### src/rtl/lc_seq_ctrl.sv
// Sequencer for an external multiply-accumulate chain: clears the chain, streams operand pairs, drains, returns the result.
// Optional build macro LC_SEQ_TIMEOUT_EN aborts a job whose operand stream stalls for TIMEOUT_CYCLES cycles.
module lc_seq_ctrl #(
  parameter int LEN_W          = 16,
  parameter int DRAIN_CYCLES   = 2,
  parameter int TIMEOUT_CYCLES = 255
) (
  input  logic               clk,
  input  logic               rst,
  input  logic               start,
  input  logic [LEN_W-1:0]   len,
  output logic               busy,
  input  logic               in_valid,
  output logic               in_ready,
  input  logic signed [31:0] a_in,
  input  logic signed [31:0] b_in,
  output logic               dp_clr,
  output logic [31:0]        dp_a,
  output logic [31:0]        dp_b,
  input  logic signed [31:0] dp_out,
  output logic               res_valid,
  input  logic               res_ready,
  output logic signed [31:0] res_data,
  output logic               err,
  output logic [2:0]         dbg_state
);

  localparam logic [2:0] S_IDLE  = 3'd0;
  localparam logic [2:0] S_CLR   = 3'd1;
  localparam logic [2:0] S_LOAD  = 3'd2;
  localparam logic [2:0] S_DRAIN = 3'd3;
  localparam logic [2:0] S_DONE  = 3'd4;

  localparam int              DW         = $clog2(DRAIN_CYCLES + 2);
  localparam logic [DW-1:0]   DRAIN_LAST = DW'(DRAIN_CYCLES);

  logic [2:0]         state_q, state_d;
  logic [LEN_W-1:0]   len_q, len_d;
  logic [LEN_W-1:0]   cnt_q, cnt_d;
  logic [DW-1:0]      drain_q, drain_d;
  logic [31:0]        dp_a_q, dp_a_d;
  logic [31:0]        dp_b_q, dp_b_d;
  logic signed [31:0] res_q, res_d;
  logic               hs;

  // Both streams use valid/ready: a transfer happens on a rising edge where
  // valid and ready are both high; the producer holds data while valid && !ready.
  assign hs = in_valid & in_ready;

`ifdef LC_SEQ_TIMEOUT_EN
  localparam int            TO_W    = $clog2(TIMEOUT_CYCLES + 1);
  localparam logic [TO_W-1:0] TO_LAST = TO_W'(TIMEOUT_CYCLES - 1);

  logic [TO_W-1:0] to_q, to_d;
  logic            err_q, err_d;
`endif

  always_comb begin
    state_d = state_q;
    len_d   = len_q;
    cnt_d   = cnt_q;
    drain_d = drain_q;
    res_d   = res_q;
    dp_a_d  = hs ? a_in : 32'd0;
    dp_b_d  = hs ? b_in : 32'd0;
`ifdef LC_SEQ_TIMEOUT_EN
    to_d    = to_q;
    err_d   = err_q;
`endif
    case (state_q)
      S_IDLE: begin
        if (start) begin
          len_d   = len;
          cnt_d   = '0;
          state_d = S_CLR;
`ifdef LC_SEQ_TIMEOUT_EN
          err_d   = 1'b0;
`endif
        end
      end
      S_CLR: begin
        drain_d = '0;
        state_d = (len_q == '0) ? S_DRAIN : S_LOAD;
`ifdef LC_SEQ_TIMEOUT_EN
        to_d    = '0;
`endif
      end
      S_LOAD: begin
        if (hs) begin
          cnt_d = cnt_q + LEN_W'(1);
          if (cnt_q == len_q - LEN_W'(1)) begin
            state_d = S_DRAIN;
          end
`ifdef LC_SEQ_TIMEOUT_EN
          to_d = '0;
        end else if (to_q == TO_LAST) begin
          // Stalled stream: abandon the partial sum and flag the job.
          res_d   = '0;
          err_d   = 1'b1;
          state_d = S_DONE;
        end else begin
          to_d = to_q + TO_W'(1);
`endif
        end
      end
      S_DRAIN: begin
        if (drain_q == DRAIN_LAST) begin
          res_d   = dp_out;
          state_d = S_DONE;
        end else begin
          drain_d = drain_q + DW'(1);
        end
      end
      S_DONE: begin
        if (res_ready) begin
          state_d = S_IDLE;
        end
      end
      default: state_d = S_IDLE;
    endcase
  end

  always_ff @(posedge clk or posedge rst) begin
    if (rst) begin
      state_q <= S_IDLE;
      len_q   <= '0;
      cnt_q   <= '0;
      drain_q <= '0;
      dp_a_q  <= '0;
      dp_b_q  <= '0;
      res_q   <= '0;
    end else begin
      state_q <= state_d;
      len_q   <= len_d;
      cnt_q   <= cnt_d;
      drain_q <= drain_d;
      dp_a_q  <= dp_a_d;
      dp_b_q  <= dp_b_d;
      res_q   <= res_d;
    end
  end

`ifdef LC_SEQ_TIMEOUT_EN
  always_ff @(posedge clk or posedge rst) begin
    if (rst) begin
      to_q  <= '0;
      err_q <= 1'b0;
    end else begin
      to_q  <= to_d;
      err_q <= err_d;
    end
  end

  assign err = err_q;
`else
  assign err = 1'b0;
`endif

  assign busy      = (state_q != S_IDLE);
  assign in_ready  = (state_q == S_LOAD);
  assign dp_clr    = (state_q == S_CLR);
  assign res_valid = (state_q == S_DONE);
  assign dp_a      = dp_a_q;
  assign dp_b      = dp_b_q;
  assign res_data  = res_q;
  assign dbg_state = state_q;

endmodule

### config.mk
export PLATFORM = sky130hd
export DESIGN_NAME = lc_seq_ctrl
export DESIGN_NICKNAME = d
export VERILOG_FILES = /design/src/rtl/lc_seq_ctrl.sv
export SDC_FILE = /design/constraint.sdc
export NUM_CORES = 1
export LEC_CHECK = 0
export BUFFER_PORTS_ARGS = -buffer_cell sky130_fd_sc_hd__buf_2
export CAP_MARGIN = 40
export CORE_AREA = 2 2 104 106
export CTS_BUF_LIST = sky130_fd_sc_hd__clkbuf_2 sky130_fd_sc_hd__clkbuf_4 sky130_fd_sc_hd__clkbuf_8
export DETAILED_ROUTE_END_ITERATION = 16
export DIE_AREA = 0 0 106 108
export PLACE_DENSITY = 0.94
export SLEW_MARGIN = 20
export SYNTH_ARGS = -nofsm -noshare
export SYNTH_HDL_FRONTEND = slang
export SYNTH_SLANG_ARGS = --single-unit
### constraint.sdc
create_clock -name clk -period 10.3 [get_ports clk]
set_clock_uncertainty 0.1 [all_clocks]
set_input_delay 1.03 -clock clk [delete_from_list [all_inputs] [get_ports clk]]
set_output_delay 1.03 -clock clk [all_outputs]
set_load 0.05 [all_outputs]
==> results of run 1 <==
## worst reg2reg max path: cells and delay by family, from the launching register on
family	cells	cell delay [ns]
DFF	1	0.44
buffers and inverters	1	0.13
AOI/OAI and AO/OA	2	0.56
and+or+nand+nor	2	0.96
adders and majority gates	1	0.29
## power by group through the flow
| stage | clock [mW] | sequential [mW] | combinational [mW] |
|---|---|---|---|
| 2_1_floorplan | 0 | 1.19 | 0.392 |
| 3_3_place_gp | 0 | 0.802 | 0.993 |
| 3_5_place_dp | 0 | 0.815 | 1.02 |
| 4_1_cts | 0.492 | 0.806 | 1.02 |
| 5_1_grt | 0.514 | 0.827 | 1.08 |
| 6_report | 0.482 | 0.806 | 1.02 |
## kinds of logic (layout without fill, tap and decap cells)
kind of cell | count (synthesis) | in the layout | share of synthesized area (%)
AO/OA/AOI/OAI | 41 | 41 | 5.14
XOR/XNOR | 30 | 30 | 4.84
adder cells (fa/ha/maj) | 4 | 4 | 0.921
buffers and inverters | 30 | 264 | 2.19
flip-flops | 133 | 133 | 61.3
multiplexers | 45 | 45 | 9.33
other | 1 | 1 | 0.0690
AND/OR/NAND/NOR | 148 | 148 | 16.3
## path summary, 6_finish.rpt
kind                              startpoint           end  cells past startpoint
worst max-delay path            dbg_state[0]        dp_clr                      3
worst min-delay path             res_data[5]   res_data[5]                      1
worst max register to register      len_q[0]  dbg_state[0]                      6
worst min register to register   res_data[5]   res_data[5]                      1
max in group asynchronous                rst       dp_b[4]                      4
min in group asynchronous                rst  res_data[15]                      2
## state kept, by name (all words and copies together), names as in the netlist
register / count
res_data: 32
len_q: 16
dp_b: 32
drain_q: 2
cnt_q: 16
dbg_state: 3
dp_a: 32
## per-layer routing
metal | GRT usage (%) | share of wire, % | vias to the layer above
met4 | 9.96 | 1.5 | 0
met2 | 40.4 | 52 | 190
met1 | 26.9 | 40 | 1970
met3 | 5.49 | 7.0 | 17
li1 | - | - | 1899
met5 | 0 | 0 | -
## metrics by stage
stage                     hold WS, ns  cell area [um2]  setup slack [ns]
final                           0.402             7130              7.39
after global routing            0.416             7130              7.34
after CTS                       0.406             7130              7.40
after detailed placement        0.388             6680              7.53
after global placement          0.382             6660              7.61
after floorplan                 0.400             5430              5.62
## cells in the mapped netlist (2+ instances only)
cell and count:
sky130_fd_sc_hd__dfrtp_1 133, sky130_fd_sc_hd__and2_1 66, sky130_fd_sc_hd__mux2_2 45, sky130_fd_sc_hd__nor2_1 22, sky130_fd_sc_hd__xnor2_1 21, sky130_fd_sc_hd__clkbuf_1 18, sky130_fd_sc_hd__nand2_1 13, sky130_fd_sc_hd__o21ai_0 13
sky130_fd_sc_hd__nand3_1 10, sky130_fd_sc_hd__inv_1 9, sky130_fd_sc_hd__xor2_1 9, sky130_fd_sc_hd__a21oi_1 8, sky130_fd_sc_hd__nor3_1 8, sky130_fd_sc_hd__nand4_1 5, sky130_fd_sc_hd__or3_1 5, sky130_fd_sc_hd__ha_1 4
sky130_fd_sc_hd__a22o_1 3, sky130_fd_sc_hd__a31oi_1 3, sky130_fd_sc_hd__buf_2 2, sky130_fd_sc_hd__nand2b_1 2, sky130_fd_sc_hd__nand4b_1 2, sky130_fd_sc_hd__nor4_2 2, sky130_fd_sc_hd__o2111ai_2 2, sky130_fd_sc_hd__o31ai_1 2
sky130_fd_sc_hd__o32ai_1 2, sky130_fd_sc_hd__or4_1 2
## area by class of cell
cell class | instances | share of cell area (%)
Clock inverter | 13 | 2.76
Multi-Input combinational cell | 269 | 28.1
Tap cell | 136 | 2.39
Inverter | 9 | 0.509
Timing Repair Buffer | 224 | 16.1
Clock buffer | 18 | 3.48
Sequential cell | 133 | 46.7
==> metrics.txt, run 1 <==
FILL cells=748; global-route wire length before repair=20,300 um; flop and latch count out of synthesis=133; cell family with most CP delay=flip-flops; share of the clock period used by the worst path after layout=28.2%; Arrival @ worst endpoint=1.78 ns; final period demand of the worst path=2.91 ns; maximum capacitance violations=0; core area=10,200 um2; Pins Over Slew Limit=0; Placed Instances=771; largest voltage drop on the vdd net=0.000189 V; Crit path buffers/inverters=1; longest individual stage delay on the worst path=0.63 ns; HPWL after detailed placement=9690 um; top cells by area in the synthesized netlist=sky130_fd_sc_hd__dfrtp_1 (61%), sky130_fd_sc_hd__mux2_2 (9.3%), sky130_fd_sc_hd__and2_1 (7.6%); switching power=1.03 mW; last weighted congestion value of the routability-driven placer=0.861; register area share after synthesis=61.3%; Leak=3.64 nW; I/O pin total=221; fraction of synthesized cell area taken by the top area cell type=61.3%; switching portion of total power=44.9%; effective utilization at floorplan=53.1%; via count of the first global-routing pass=4,243; status=finished clean; post-layout utilization of the core=69.6%; number of warnings issued by yosys=0; cell count after synthesis=432; internal power consumption=1.27 mW; startpoint type of the worst setup path=flip-flop; reg-to-reg setup timing slack=7.73 ns; transition time at the pin with the least slew margin=0.704 ns; cells resized by post-CTS repair=0; largest net degree at the start of global routing=70; power share of the sequential group=35.0%; Setup violations, final=0; H-Tree Depth=4; Detailed Routing Iterations Pass 1=5; Area Overhead vs Synth=31.2%; number of enable flip-flop cells after synthesis=0; die height=108 um; count of routing violations after the opening detailed-route iteration=150; Clock Pin Slew Worst Setup and Hold Paths=0.09 ns; combined area of the multi-input logic cells=2000 um2; Mapped Area=5430 um2; class of the most critical setup path=flip-flop to primary output; mean post-synth cell area=12.6 um2; Cell Chain, Critical Path=nand2b_1 > nor2_1 > buf_2; CTS tree=done; nets in the synthesized netlist=553; sinks on the clock net=133; count of antenna diodes in the layout=0; library cells used by synthesis=47; total count of hold-check failures in the final report=0; Required @ worst endpoint=9.17 ns; Synth area leader=sky130_fd_sc_hd__dfrtp_1; total clock buffers created by CTS=17; vias post-DR=4,076; kind of capture point of the worst setup path=primary output; unrepaired setup endpoints after global routing=no; Post-CTS Repair Setup Buffers=0; count of input and output buffers=219; storage element area=3330 um2; aggregate global-route resource usage=22.9%; slowest stage cell on the critical path=sky130_fd_sc_hd__dfrtp_1; antenna violations before repair=0; Sum Neg Setup Slack=0 ns; most common library cell in the layout ignoring fill and taps=sky130_fd_sc_hd__buf_2; cell at the root of the clock tree=sky130_fd_sc_hd__clkbuf_8; share of flip-flops with an asynchronous set or reset after synthesis=100%; clock buffer depth=2; combinational cell fraction of total power=44.1%; number of remaining DRC errors=0; clock share of power=20.9%; count of non-filler cells in the finished layout=802; largest fanout on the critical path=11; via density per instance=5.08; leftover overflow at the end of global routing=0; Die X=106 um; Total Power Consumption=2.30 mW; maximum operating frequency=0.344 GHz; Power per Cell Area=323 nW/um2; number of hold-repair buffers added at the cts stage=0; Clock Latency Late Sink=0.43 ns; commonest register cell after synthesis=sky130_fd_sc_hd__dfrtp_1; proportion of layout cells with a drive suffix above 1=46.8%; kind of path behind the tightest hold check=flip-flop to flip-flop; Routed Antenna Nets=0; top library cells by usage in the layout, fill and taps aside=sky130_fd_sc_hd__buf_2 (219), sky130_fd_sc_hd__dfrtp_1 (133), sky130_fd_sc_hd__and2_1 (66); net count of the finished layout=775; Detailed Route WL=13,000 um; Die Outline Area=11,400 um2; standard-cell row count=37; WL/cell=16.2 um; Max-slew headroom=53.1%
No activity file was read; power rests on OpenSTA's default activity.
==> run 2: changes to the inputs <==
Settings changed: CORE_AREA 2 2 104 106 to 2 2 108 110, DIE_AREA 0 0 106 108 to 0 0 110 112, PLACE_DENSITY 0.94 to 0.89.
Clock period 10.3 ns to 2.9 ns, I/O delays scaled along.
==> metrics.txt, run 2 (synthesized netlist as in run 1, its figures left out) <==
Leak=4.09 nW (+12%); count of routing violations after the opening detailed-route iteration=264 (+76%); most common library cell in the layout ignoring fill and taps=sky130_fd_sc_hd__buf_2; Arrival @ worst endpoint=2.76 ns (+0.98 ns); cell at the root of the clock tree=sky130_fd_sc_hd__clkbuf_8; Pins Over Slew Limit=0 (unchanged); count of antenna diodes in the layout=0 (unchanged); sinks on the clock net=133 (unchanged); Detailed Routing Iterations Pass 1=5 (unchanged); total clock buffers created by CTS=17 (unchanged); last weighted congestion value of the routability-driven placer=0.951 (+11%); Setup violations, final=0 (unchanged); net count of the finished layout=888 (+15%); status=finished clean; Crit path buffers/inverters=1 (unchanged); standard-cell row count=39 (+5.4%); via density per instance=4.99 (-1.7%); leftover overflow at the end of global routing=0 (unchanged); aggregate global-route resource usage=26.1% (+3.2 points); effective utilization at floorplan=48.6% (-4.5 points); met3 track utilization from global routing=9.37% (+3.9 points); number of remaining DRC errors=0 (unchanged); antenna violations before repair=0 (unchanged); H-Tree Depth=4 (unchanged); kind of capture point of the worst setup path=flip-flop; Clock Latency Late Sink=0.43 ns (about the same); cell family with most CP delay=simple AND/OR/NAND/NOR gates; Die X=110 um (+3.8%); slowest stage cell on the critical path=sky130_fd_sc_hd__or4_4; combined area of the multi-input logic cells=2000 um2 (unchanged); global-route wire length before repair=24,200 um (+19%); Routed Antenna Nets=0 (unchanged); largest net degree at the start of global routing=134 (+91%); storage element area=3330 um2 (unchanged); CTS tree=done; proportion of layout cells with a drive suffix above 1=40.0% (-6.8 points); top library cells by usage in the layout, fill and taps aside=sky130_fd_sc_hd__buf_2 (219), sky130_fd_sc_hd__dfrtp_1 (133), sky130_fd_sc_hd__dlygate4sd3_1 (114); longest individual stage delay on the worst path=0.51 ns (-0.12 ns); Cell Chain, Critical Path=inv_1 > ha_1 > or3b_4 > o31a_1 > or4_4 > o31ai_2; kind of path behind the tightest hold check=input pin to flip-flop; Required @ worst endpoint=3.15 ns (-6.02 ns); WL/cell=16.7 um (+3.0%); maximum operating frequency=0.398 GHz; Max-slew headroom=51.6% (-1.5 points); most used routing layer in global routing=met2; Area Overhead vs Synth=51.4%; vias post-DR=4,609 (+13%); GR Layer Usage met1=29.9% (+3.0 points); Die Outline Area=12,300 um2 (+7.6%); Detailed Route WL=15,400 um (+19%); I/O pin total=221 (unchanged); core area=11,200 um2 (+9.2%); die height=112 um (+3.7%); Clock Pin Slew Worst Setup and Hold Paths=0.07 ns (-0.02 ns); count of input and output buffers=219 (unchanged); final period demand of the worst path=2.51 ns; total count of hold-check failures in the final report=0 (unchanged); met2 demand-to-capacity share in global routing=43.4% (+2.9 points); maximum capacitance violations=0 (unchanged); unrepaired setup endpoints after global routing=no; Power per Cell Area=996 nW/um2 (+210%); share of the clock period used by the worst path after layout=86.7%; final instance area=8220 um2 (+15%); startpoint type of the worst setup path=flip-flop; largest voltage drop on the vdd net=0.000923 V (+390%); Sum Neg Setup Slack=0 ns (unchanged); FILL cells=683 (-8.7%); clock buffer depth=2 (unchanged); HPWL after detailed placement=9200 um (-5.1%); Placed Instances=777 (+0.78%); class of the most critical setup path=flip-flop to flip-flop; Total Power Consumption=8.19 mW (+260%); largest fanout on the critical path=6 (-5); post-layout utilization of the core=73.6% (+3.9 points); transition time at the pin with the least slew margin=0.726 ns (+0.0220 ns); total placed instance area=6680 um2 (about the same); via count of the first global-routing pass=4,955 (+17%); count of non-filler cells in the finished layout=923 (+15%)
## run 2: cell types whose count changed in the layout (fill, tap and decap cells not counted), sizes merged
cell,delta
clkbuf,+2
buf,-1
clkinvlp,+2
clkinv,+2
inv,-3
dlygate4sd3,+114
bufinv,-2
## run 2: power by group
group | leakage [nW] | internal, mW | switching [mW] | total (mW)
Clock | 0.198 | 0.817 | 0.718 | 1.53
Sequential | 1.71 | 2.42 | 0.465 | 2.88
Combinational | 2.17 | 1.23 | 2.54 | 3.77
Total | 4.09 | 4.47 | 3.72 | 8.19
## run 2: worst paths after layout
kind / startpoint / endpoint / slack (ns) / depth (start not counted)
setup reg to reg: len_q[0] / dbg_state[0] / 0.39 / 6
min in group asynchronous: rst / dp_a[0] / 0.46 / 4
setup / recovery: len_q[0] / dbg_state[0] / 0.39 / 6
hold / removal: start / cnt_q[2] / 0.14 / 3
hold reg to reg: res_data[2] / res_data[2] / 0.41 / 1
max in group asynchronous: rst / len_q[7] / 1.63 / 4
## run 2: worst min-delay path: stages
cell	delay, ns
sky130_fd_sc_hd__buf_2	0.10
sky130_fd_sc_hd__nor4b_4	0.15
sky130_fd_sc_hd__nor2_1	0.09
## run 2: metal layers
metal  part of all wire [%]  vias to the layer above
li1                       -                     2132
met1                     38                     2194
met2                     50                      243
met3                    8.7                       40
met4                    3.1                        0
met5                      0                        -
## run 2: timing repair
| action | CTS | global route |
|---|---|---|
| hold endpoints to repair | 214 | 0 |
| hold buffers | 114 | 0 |
| gates resized for setup | 0 | 0 |
| buffers inserted | 0 | 0 |
## run 2: final cells by class
type                            count  area share, %
Timing Repair Buffer              337           27.7
Inverter                            9          0.456
Clock buffer                       20           3.27
Multi-Input combinational cell    269           24.3
Tap cell                          143           2.18
Clock inverter                     12           1.57
Sequential cell                   133           40.5
## run 2: through the flow
stage	hold WS, ns	setup WS, ns
after floorplan	0.297	0.326
after global placement	0.381	0.491
after detailed placement	0.387	0.417
after CTS	0.109	0.396
after global routing	0.125	0.306
final	0.142	0.385
